==> src/rtl/rriscv_pkg.sv <==
// rriscv_pkg: shared op/err/state enums, instruction encoding constants and immediate range limits
package rriscv_pkg;
  localparam int XLEN = 32;
  typedef enum logic [2:0] {OP_ADD, OP_MUL, OP_ADDI, OP_LW, OP_SW, OP_JAL, OP_BNE} op_e;
  typedef enum logic [1:0] {ERR_NONE, ERR_OP, ERR_IMM, ERR_OVF} err_code_e;
  typedef enum logic [2:0] {S_IDLE, S_ACCEPT, S_FLUSH, S_DONE, S_ERROR} state_e;
  localparam logic [6:0] OPC_OP     = 7'b0110011;
  localparam logic [6:0] OPC_OPIMM  = 7'b0010011;
  localparam logic [6:0] OPC_LOAD   = 7'b0000011;
  localparam logic [6:0] OPC_STORE  = 7'b0100011;
  localparam logic [6:0] OPC_JAL    = 7'b1101111;
  localparam logic [6:0] OPC_BRANCH = 7'b1100011;
  localparam logic [2:0] F3_ADD = 3'b000;
  localparam logic [2:0] F3_W   = 3'b010;
  localparam logic [2:0] F3_BNE = 3'b001;
  localparam logic [6:0] F7_ADD = 7'b0000000;
  localparam logic [6:0] F7_MUL = 7'b0000001;
  localparam int IMM12_MIN = -2048;
  localparam int IMM12_MAX = 2047;
  localparam int IMMB_MIN  = -4096;
  localparam int IMMB_MAX  = 4094;
  localparam int IMMJ_MIN  = -(1 << 20);
  localparam int IMMJ_MAX  = (1 << 20) - 2;
  function automatic logic in_range(input logic [XLEN-1:0] v, input int lo, input int hi, input logic even);
    return $signed(v) >= lo && $signed(v) <= hi && !(even && v[0]);
  endfunction
endpackage

==> src/rtl/program_encoder_imm_packer.sv <==
// imm_packer: places the immediate into its I/S/B/J bit positions (op, imm -> placed, range_ok)
module imm_packer
  import rriscv_pkg::*;
(
  input  op_e             op,
  input  logic [XLEN-1:0] imm,
  output logic [XLEN-1:0] placed,
  output logic            range_ok
);
  logic [XLEN-1:0] i_f, s_f, b_f, j_f;
  assign i_f = {imm[11:0], 20'd0};
  assign s_f = {imm[11:5], 13'd0, imm[4:0], 7'd0};
  assign b_f = {imm[12], imm[10:5], 13'd0, imm[4:1], imm[11], 7'd0};
  assign j_f = {imm[20], imm[10:1], imm[11], imm[19:12], 12'd0};
  assign placed = (op == OP_ADDI || op == OP_LW) ? i_f :
                  op == OP_SW  ? s_f :
                  op == OP_BNE ? b_f :
                  op == OP_JAL ? j_f : '0;
  assign range_ok = op inside {OP_ADDI, OP_LW, OP_SW} ? in_range(imm, IMM12_MIN, IMM12_MAX, 1'b0) :
                    op == OP_BNE ? in_range(imm, IMMB_MIN, IMMB_MAX, 1'b1) :
                    op == OP_JAL ? in_range(imm, IMMJ_MIN, IMMJ_MAX, 1'b1) : 1'b1;
endmodule

==> src/rtl/program_encoder.sv <==
// program_encoder: encodes symbolic instructions from a valid/ready stream into 32-bit words written to consecutive memory addresses, with done/error status and word count
module program_encoder
  import rriscv_pkg::*;
#(
  parameter int              DEPTH     = 256,
  parameter logic [XLEN-1:0] BASE_ADDR = '0
) (
  input  logic                   clk_i,
  input  logic                   rst_ni,
  input  logic                   start_i,
  input  logic                   req_valid_i,
  output logic                   req_ready_o,
  input  logic [2:0]             req_op_i,
  input  logic [4:0]             req_rd_i,
  input  logic [4:0]             req_rs1_i,
  input  logic [4:0]             req_rs2_i,
  input  logic [XLEN-1:0]        req_imm_i,
  input  logic                   req_last_i,
  output logic                   mem_we_o,
  output logic [XLEN-1:0]        mem_addr_o,
  output logic [XLEN-1:0]        mem_wdata_o,
  input  logic                   mem_ready_i,
  output logic                   busy_o,
  output logic                   done_o,
  output logic                   err_o,
  output logic [1:0]             err_code_o,
  output logic [$clog2(DEPTH):0] count_o
);
  localparam int CW = $clog2(DEPTH) + 1;
  state_e state, state_nx;
  op_e op;
  err_code_e chk_code;
  logic [CW-1:0] acc_cnt;
  logic [XLEN-1:0] placed, word;
  logic [6:0] opc, f7;
  logic [2:0] f3;
  logic [4:0] rd_m, rs1_m, rs2_m;
  logic range_ok, hs, restart;
  assign op = op_e'(req_op_i);
  imm_packer u_imm_packer (.op(op), .imm(req_imm_i), .placed(placed), .range_ok(range_ok));
  assign opc = (op == OP_ADD || op == OP_MUL) ? OPC_OP :
               op == OP_ADDI ? OPC_OPIMM :
               op == OP_LW   ? OPC_LOAD :
               op == OP_SW   ? OPC_STORE :
               op == OP_JAL  ? OPC_JAL : OPC_BRANCH;
  assign f3 = (op == OP_LW || op == OP_SW) ? F3_W : op == OP_BNE ? F3_BNE : F3_ADD;
  assign f7 = op == OP_MUL ? F7_MUL : F7_ADD;
  assign rd_m  = op inside {OP_ADD, OP_MUL, OP_ADDI, OP_LW, OP_JAL} ? req_rd_i : 5'd0;
  assign rs1_m = op != OP_JAL ? req_rs1_i : 5'd0;
  assign rs2_m = op inside {OP_ADD, OP_MUL, OP_SW, OP_BNE} ? req_rs2_i : 5'd0;
  assign word = placed | {f7, rs2_m, rs1_m, f3, rd_m, opc};
  // the overflow limit counts accepted words, which may run one ahead of completed writes
  assign chk_code = req_op_i > OP_BNE ? ERR_OP :
                    !range_ok ? ERR_IMM :
                    acc_cnt == CW'(DEPTH) ? ERR_OVF : ERR_NONE;
  assign req_ready_o = state == S_ACCEPT && (!mem_we_o || mem_ready_i);
  assign hs = req_valid_i && req_ready_o;
  assign restart = start_i && (state == S_IDLE || state == S_DONE || state == S_ERROR);
  assign busy_o = state == S_ACCEPT || state == S_FLUSH;
  assign done_o = state == S_DONE;
  assign mem_addr_o = BASE_ADDR + (XLEN'(count_o) << 2);
  always_comb begin
    state_nx = state;
    case (state)
      S_IDLE, S_DONE, S_ERROR: state_nx = start_i ? S_ACCEPT : state;
      S_ACCEPT: state_nx = !hs ? state : chk_code != ERR_NONE ? S_ERROR : req_last_i ? S_FLUSH : state;
      S_FLUSH:  state_nx = (!mem_we_o || mem_ready_i) ? S_DONE : state;
      default:  state_nx = S_IDLE;
    endcase
  end
  always_ff @(posedge clk_i or negedge rst_ni)
    if (!rst_ni) begin
      state       <= S_IDLE;
      mem_we_o    <= 1'b0;
      mem_wdata_o <= '0;
      count_o     <= '0;
      acc_cnt     <= '0;
      err_o       <= 1'b0;
      err_code_o  <= ERR_NONE;
    end else begin
      state <= state_nx;
      if (hs && chk_code == ERR_NONE) begin
        mem_we_o    <= 1'b1;
        mem_wdata_o <= word;
      end else if (mem_ready_i) mem_we_o <= 1'b0;
      if (restart) count_o <= '0;
      else if (mem_we_o && mem_ready_i) count_o <= count_o + CW'(1);
      if (restart) acc_cnt <= '0;
      else if (hs && chk_code == ERR_NONE) acc_cnt <= acc_cnt + CW'(1);
      if (restart) begin
        err_o      <= 1'b0;
        err_code_o <= ERR_NONE;
      end else if (hs && chk_code != ERR_NONE) begin
        err_o      <= 1'b1;
        err_code_o <= chk_code;
      end
    end
endmodule

==> config.mk <==
export PLATFORM = sky130hd
export DESIGN_NAME = program_encoder
export DESIGN_NICKNAME = d
export VERILOG_FILES = /design/src/rtl/rriscv_pkg.sv /design/src/rtl/program_encoder_imm_packer.sv /design/src/rtl/program_encoder.sv
export SDC_FILE = /design/constraint.sdc
export NUM_CORES = 1
export LEC_CHECK = 0
export CAP_MARGIN = 10
export CORE_AREA = 2 2 66 116
export DETAILED_ROUTE_END_ITERATION = 8
export DIE_AREA = 0 0 68 118
export PLACE_DENSITY = 0.83
export REMOVE_ABC_BUFFERS = 1
export SLEW_MARGIN = 20
export SYNTH_ARGS = -nofsm -noshare
export SYNTH_HDL_FRONTEND = slang
export SYNTH_SLANG_ARGS = --single-unit
==> constraint.sdc <==
create_clock -name clk_i -period 6.2 [get_ports clk_i]
set_input_delay 0.62 -clock clk_i [delete_from_list [all_inputs] [get_ports clk_i]]
set_output_delay 0.62 -clock clk_i [all_outputs]
set_load 0.005 [all_outputs]
Word-level counts from Yosys, hierarchy flattened --
Cells that the tools add are included. Widths: inputs -> output; s select.
Word-level totals: register bits 57, bits of input ports 56, logic and storage cells 103
Operators by class: add/subtract/negate cells 2, order comparisons 7, equality and inequality tests 16, mux-type cells 37, bitwise gates (word level) 1, reduce and logical (&&, ||, !) cells 33
Operators by type and width (number):
- $mux 32 | 4
- $mux 9 | 4
- $ge 32x12->1 const B | 1
- $ge 32x13->1 const B | 1
- $ge 32x21->1 const B | 1
- $le 32x12->1 const B | 1
- $le 32x13->1 const B | 1
- $le 32x21->1 const B | 1
- $or 32x26->32 | 1
- $mux 7 | 4
- $add 9x1->9 const B | 2
- $mux 3 | 5
- $mux 5 | 3
- $eq 3x2->1 const B | 4
- $eq 3x3->1 const B | 4
- $mux 2 | 6
- $logic_and 1x1->1 | 11
- $reduce_bool 2->1 | 5
- $eq 9x9->1 const B | 1
- $mux 1 | 9
- $pmux 3 s3 | 1
- $logic_or 1x1->1 | 7
- $eq 3x1->1 const B | 2
- $logic_not 3->1 | 2
- 12 further kinds | 15

Longest topological paths before layout --
Gate-level depths: netlist of run 1.
depth after elaboration 12, mapped depth 11, gate-level depth less buffers 9

By module --
A second synthesis of run 1 with hierarchy kept.
Second synthesis, totals: cell total of the unflattened synthesis 377, area total of the unflattened synthesis 3420.8 µm²
By module, submodules not included:
- program_encoder | times used 1, cells an instance 301, area an instance 2941.6 µm², sequential area each 1401.3 µm²
- imm_packer | times used 1, cells an instance 76, area an instance 479.2 µm², sequential area each 0.0 µm²

Worst setup path after synthesis of run 1 --
OpenSTA, ideal clock, no wires.
kind input port to flip-flop, from input port req_imm_i[20], to register acc_cnt[8], setup time 78 ps, arrival 2206 ps, path slack 3915 ps, cell stages on the path 7, cell sequence nor4_1 -> and3_1 -> nor3_1 -> a311oi_2 -> nand4_2 -> or4_1 -> a21oi_1
Between the ends: word-level cells in the longest chain between the ends 11, elaborated cells on any way between the ends 19
RTL lines:
- start, declared | RTL line program_encoder.sv:17 | input logic [XLEN-1:0] req_imm_i,
- $ge 32x21->1 / $le 32x21->1 (equally long branches) | RTL line rriscv_pkg.sv:25 | return $signed(v) >= lo && $signed(v) <= hi && !(even && v[0]);
- $logic_and 1x1->1 (2 in a row) | RTL line rriscv_pkg.sv:25
- $mux 1 | RTL line program_encoder_imm_packer.sv:21 | op == OP_JAL ? in_range(imm, IMMJ_MIN, IMMJ_MAX, 1'b1) : 1'b1;
- $mux 1 | RTL line program_encoder_imm_packer.sv:20 | op == OP_BNE ? in_range(imm, IMMB_MIN, IMMB_MAX, 1'b1) :
- $mux 1 * | RTL line program_encoder_imm_packer.sv:19 | assign range_ok = op inside {OP_ADDI, OP_LW, OP_SW} ? in_range(imm, IMM12_MIN, IMM12_MAX, 1'b0) :
- $mux 2 * | RTL line program_encoder.sv:54 | !range_ok ? ERR_IMM :
- $mux 2 * | RTL line program_encoder.sv:53 | assign chk_code = req_op_i > OP_BNE ? ERR_OP :
- $logic_not 2->1 * | RTL line program_encoder.sv:89 | else if (hs && chk_code == ERR_NONE) acc_cnt <= acc_cnt + CW'(1);
- $logic_and 1x1->1 * | RTL line program_encoder.sv:89
- $reduce_bool 2->1 (no line) *
- end signal, assigned | RTL line program_encoder.sv:89
- end, declared | RTL line program_encoder.sv:33 | logic [CW-1:0] acc_cnt;
Every way passes the cells marked *; elsewhere a longest branch is shown, timed or not. A chain may end at the register's enable or synchronous reset.

Worst setup path after layout of run 1 --
from input port req_op_i[1], to register acc_cnt[8]
Between the ends: word-level cells in the longest chain between the ends 9, elaborated cells on any way between the ends 15
RTL lines:
- start, declared | RTL line program_encoder.sv:13 | input logic [2:0] req_op_i,
- $eq 3x3->1 | RTL line program_encoder_imm_packer.sv:21
- $mux 1 | RTL line program_encoder_imm_packer.sv:21
- $mux 1 | RTL line program_encoder_imm_packer.sv:20
- $mux 1 | RTL line program_encoder_imm_packer.sv:19
- $mux 2 | RTL line program_encoder.sv:54
- $mux 2 * | RTL line program_encoder.sv:53
- $logic_not 2->1 * | RTL line program_encoder.sv:89
- $logic_and 1x1->1 * | RTL line program_encoder.sv:89
- $reduce_bool 2->1 (no line) *
Marks and branches as above.

==> results of run 1 <==
-- routing by layer --
layer  share of wire [%]  track usage [%]  up-vias
met5                   0                0        -
met4                 2.3             7.63        0
met2                  56             36.5      104
met3                 5.1             3.54       13
met1                  36             21.7     1327
li1                    -                -     1379
-- per-stage QoR --
stage               utilization [%]  hold slack, ps  setup WS, ps  instances
finish                         60.1             431          2700        537
global route                   60.1             508          2490        537
CTS                            60.1             476          2730        537
detailed placement             58.1             470          2420        529
global placement               58.1             462          2570        529
floorplan                         -             324          2910        329
-- critical path, cell delays in order --
cell,delay [ps]
clkdlybuf4s50_1,740
nor2b_1,170
nand2_2,250
nor3_1,100
a311oi_2,310
nand4_2,640
or4_1,720
a21oi_1,160
-- worst min-delay path by stage --
stage | from | endpoint | cells after the start | slack, ps
finish | rst_ni | count_o[3] | 2 | 430
global route | rst_ni | count_o[3] | 2 | 510
CTS | rst_ni | count_o[3] | 2 | 480
detailed placement | mem_wdata_o[23] | mem_wdata_o[23] | 2 | 470
global placement | mem_wdata_o[23] | mem_wdata_o[23] | 2 | 460
floorplan | rst_ni | acc_cnt[0] | 0 | 320
-- flip-flops by register name, indices dropped and copies added, names as in the netlist --
register / flops
mem_wdata_o: 30
count_o: 9
mem_we_o: 1
err_code_o: 2
state: 3
acc_cnt: 9
err_o: 1
-- power by group through the flow --
stage               Combinational (mW)  Sequential, mW  Clock [mW]
floorplan                        0.203           0.565           0
global placement                 0.553           0.562           0
detailed placement               0.567           0.567           0
CTS                              0.570           0.563       0.276
global route                     0.617           0.580       0.295
finish                           0.561           0.562       0.275
-- layout by cell type, fill, tap and decap left out, types with 6 or more instances in the layout --
cell / instances
conb_1: 23
nand2_1: 53
mux2i_1: 8
or3_1: 6
clkdlybuf4s50_1: 111
o21ai_0: 47
nor2_1: 17
a22oi_1: 11
nand3_1: 15
inv_1: 11
and3_1: 8
dfrtp_1: 55
a21oi_1: 15
-- final cells by class --
cell class	instances	share of cell area, %
clock buffers	6	3.03
clock inverters	2	0.294
inverters	11	0.971
multi-input cells	263	34.2
flip-flops and latches	55	32.4
well taps	86	2.53
repair buffers	114	26.6
-- kinds of logic (layout without fill, tap and decap cells) --
group / after synthesis / in the layout / share of synthesized area, %
simple gates: 133 / 133 / 21.1
xor+xnor: 7 / 7 / 1.96
flops: 55 / 55 / 44.1
buf+inv: 62 / 133 / 12.0
compound gates: 88 / 88 / 16.7
fa+ha+maj: 3 / 3 / 1.20
other cells: 1 / 23 / 0.120
mux: 9 / 9 / 2.92
==> flow_summary.toml, run 1 <==
[logic_synthesis]
ys_seq_area_share_pct = 44.1
netlist.area_leader.share_pct = 44.1
yosysMostFrequentCell = "dfrtp_1"
yosys_warnings = 0
ys.flop_type = "dfrtp_1"
ys_ff_latch = 55
yosys.area.top_type = "dfrtp_1"
synth-edff-count = 0
synth_area_um2 = 3120
ys_top_cells_by_area = "dfrtp_1 (44%), buf_4 (8.2%), o21ai_0 (7.5%)"
synth-async-reset-ratio_pct = 100
synth_cells = 358
synth_area_per_cell_um2 = 8.73
synth.distinct_cells = 47
synth_commonest_cells = "dfrtp_1 (55), nand2_1 (53), o21ai_0 (47)"

[placement]
gp_congestion = 0.906
placed_cell_area_um2 = 4110
place.port_buffers = 112
dpl.hpwl_um = 5850

[final_layout]
multi_input_area_um2 = 1460
seq_area_um2 = 1380
n_antenna_cell = 0
final_nets = 509
design_area_um2 = 4250
fill_cells = 634
syn_to_final_growth_pct = 36.1
drive_gt1_share_pct = 3.99

[clock_tree]
cts_setup_buffers = 0
postCtsHoldBufs = 0
cts.sinks = 55
cts-resized-gates = 0
clk_latency_ps = 290
clkTransAtPathRegs_ps = 70
h-tree-depth = 2
clock-root-buffer = "clkbuf_16"
clock_path_buffers = 2
cts-buffers-inserted = 5
cts_tree = "done"

[drt]
wl_um = 7620
drtIter0Drc = 99
drc = 0
avgViaCountPerCell = 5.26
vias = 2823
avgRoutedWirePerCell_um = 14.2
drt_pass1_iterations = 4
ant_nets = 0

[worst_setup_path]
startpoint_type = "input pin"
reg2reg_to = "acc_cnt[8]"
cp.required_ps = 6410
endpoint = "acc_cnt[8]"
crit-reg2reg-launch = "acc_cnt[0]"
r2r_slack_ps = 3300
worstSetupEndpointType = "flip-flop"
crit_start = "req_op_i[1]"
worstRegToRegCells = 9
path_max_fanout = 37
cp.arrival_ps = 3710
crit_type = "input pin to flip-flop"

[pwr]
p_comb_share_pct = 40.1
intPower_uw = 949
p_clk_share_pct = 19.6
p_total_mw = 1.40
switching_share_pct = 32.1
switchingPower_uw = 449
cellLeakagePower_nw = 1.86
pwr_density_cell_nw_per_um2 = 329
peakVddDrop_mv = 0.189
seqPwrFrac_pct = 40.2

[sta]
rsz0062_at_grt = "no"
tns_ps = 0
period_needed_ps = 3500
relSlewSlack_pct = 49.7
fmax_mhz = 286
tightest_slew_ps = 753
setup_violations = 0
post-route-period-util_pct = 56.4
fin_skew_ps = 3.47
hold_violations = 0
finalMaxSlewViolations = 0

[global_routing]
grt_pass1_wl_um = 12300
grt_pass1_vias = 2618
grt_overflow = 0
antenna_found_initial = 0
grtUsageTotal_pct = 20.0
grt_max_degree = 56

[floorplanning]
fp.dieH_um = 118
die_area_um2 = 8020
die_w_um = 68
core_area_um2 = 7080
num_io_pins = 136
rows = 41
start_util_pct = 44.1

[min_path]
hold_path.class = "input pin to asynchronous set/reset pin"

[status]
status = "finished clean"

[flow_run]
maxCapViolCount = 0
No activity file was read; power rests on OpenSTA's default activity.
==> run 2, diff against run 1 <==
--- a/config.mk
+++ b/config.mk
@@ -6,10 +6,10 @@
 export NUM_CORES = 1
 export LEC_CHECK = 0
 export CAP_MARGIN = 10
-export CORE_AREA = 2 2 66 116
+export CORE_AREA = 2 2 72 125
 export DETAILED_ROUTE_END_ITERATION = 8
-export DIE_AREA = 0 0 68 118
-export PLACE_DENSITY = 0.83
+export DIE_AREA = 0 0 74 127
+export PLACE_DENSITY = 0.75
 export REMOVE_ABC_BUFFERS = 1
 export SLEW_MARGIN = 20
 export SYNTH_ARGS = -nofsm -noshare
==> constraint.sdc (replaced) <==
create_clock -name clk_i -period 3 [get_ports clk_i]
set_input_delay 0.3 -clock clk_i [delete_from_list [all_inputs] [get_ports clk_i]]
set_output_delay 0.3 -clock clk_i [all_outputs]
set_load 0.005 [all_outputs]
==> run 2 against run 1 <==
Sequential power is 110% higher. Highest routed layer unchanged. Utilization fell by 7.6 points. Largest power group is now combinational cells. Wire length increased by 5.5%. Clock power up 120%. Clock skew is 0.87 ps higher.
==> flow_summary.toml, run 2 (synthesis gave the netlist of run 1 again) <==
[status]
status = "finished clean"

[final_layout]
layout.cells.non_filler = 573
fin_util_pct = 52.4
final_common_cell = "clkdlybuf4s50_1"
final_nets = 516
design_area_um2 = 4360
largest-register = "mem_wdata_o"
seq_area_um2 = 1380
layout_common_cells = "clkdlybuf4s50_1 (111), dfrtp_1 (55), nand2_1 (53)"
top_regs = "mem_wdata_o (30), acc_cnt (9), count_o (9)"
drive_gt1_share_pct = 5.24
n_antenna_cell = 0
fill_cells = 761
multi_input_area_um2 = 1460
syn_to_final_growth_pct = 39.5
largest_register_ffs = 30

[floorplanning]
fp.dieH_um = 127
die_w_um = 74
start_util_pct = 37.6
core_area_um2 = 8310
rows = 44
die_area_um2 = 9400
num_io_pins = 136

[global_routing]
grt_pass1_vias = 2871
grt_max_degree = 43
antenna_found_initial = 0
grt_overflow = 0
grt_pass1_wl_um = 13300
grtUsageTotal_pct = 17.7

[worst_setup_path]
crit_type = "flip-flop to flip-flop"
worstSetupEndpointType = "flip-flop"
cp.arrival_ps = 2690
cp.required_ps = 3210
startpoint_type = "flip-flop"
path_max_fanout = 30

[sta]
tightest_slew_ps = 652
fin_ws_ps = 524
setup_violations = 0
finalMaxSlewViolations = 0
relSlewSlack_pct = 56.6
fmax_mhz = 404
period_needed_ps = 2480
hold_violations = 0
post-route-period-util_pct = 82.5
rsz0062_at_grt = "no"
fin_skew_ps = 4.34
hold-worst-slack_ps = 473

[placement]
post-place-ws_ps = 248
dpl.hpwl_um = 6350
placed_cell_area_um2 = 4190
gp_congestion = 0.877
dp.cells = 564
place.port_buffers = 112

[clock_tree]
cts-buffers-inserted = 5
h-tree-depth = 2
cts_tree = "done"
cts.sinks = 55
clock-root-buffer = "clkbuf_16"
clock_path_buffers = 2
cts_setup_buffers = 0
cts-resized-gates = 0
clkTransAtPathRegs_ps = 70
clk_latency_ps = 290
postCtsHoldBufs = 1

[drt]
drt_pass1_iterations = 4
vias = 2836
drtIter0Drc = 144
avgViaCountPerCell = 4.95
wl_um = 8040
ant_nets = 0
avgRoutedWirePerCell_um = 14.0
drc = 0

[pwr]
peakVddDrop_mv = 0.514
cellLeakagePower_nw = 1.90
pwr_density_cell_nw_per_um2 = 677

[min_path]
hold_path.class = "input pin to asynchronous set/reset pin"

[flow_run]
maxCapViolCount = 0
[run 2: final timing paths]
path | end | from | slack, ps | cells past startpoint
worst max-delay path | acc_cnt[4] | acc_cnt[0] | 520 | 10
worst max register to register | acc_cnt[4] | acc_cnt[0] | 520 | 10
min in group clk_i | mem_wdata_o[28] | mem_wdata_o[28] | 480 | 2
max in group asynchronous | err_code_o[0] | rst_ni | 1710 | 3
worst min-delay path | count_o[7] | rst_ni | 470 | 2
worst min register to register | mem_wdata_o[28] | mem_wdata_o[28] | 480 | 2
[run 2: power by group]
group / switching [mW] / total [mW] / internal, mW / leakage [nW]
registers: 0.186 / 1.16 / 0.978 / 0.721
logic: 0.494 / 1.18 / 0.684 / 1.10
clock network: 0.255 / 0.611 / 0.356 / 0.0772
total: 0.935 / 2.95 / 2.02 / 1.90
[run 2: area by class of cell]
type / count / area share (%)
Tap cell: 115 / 3.30
Inverter: 11 / 0.947
Multi-Input combinational cell: 263 / 33.4
Timing Repair Buffer: 121 / 27.2
Sequential cell: 55 / 31.6
Clock buffer: 8 / 3.59
[run 2: layer usage]
metal | share of wire (%) | vias up | wire, um | GRT usage (%)
li1 | - | 1395 | - | -
met1 | 36 | 1307 | 2920 | 19.6
met2 | 55 | 115 | 4420 | 31.7
met3 | 5.6 | 19 | 453 | 3.47
met4 | 3.0 | 0 | 245 | 7.38
met5 | 0 | - | 0 | 0
[run 2: critical path, cell delays in order (launching register included)]
cell and delay [ps]:
dfrtp_1 420, inv_1 90, ha_1 210, nand2_1 70, nor4_1 50, or2_2 350
nor4_2 190, nand4_2 220, buf_4 280, or3_1 360, a21oi_1 150
[run 2: metrics by stage]
step	power, mW	TNS (ps)
6_report	2.95	0
5_1_grt	3.15	0
4_1_cts	2.99	0
3_5_place_dp	2.36	0
3_3_place_gp	2.32	0
2_1_floorplan	1.59	-171
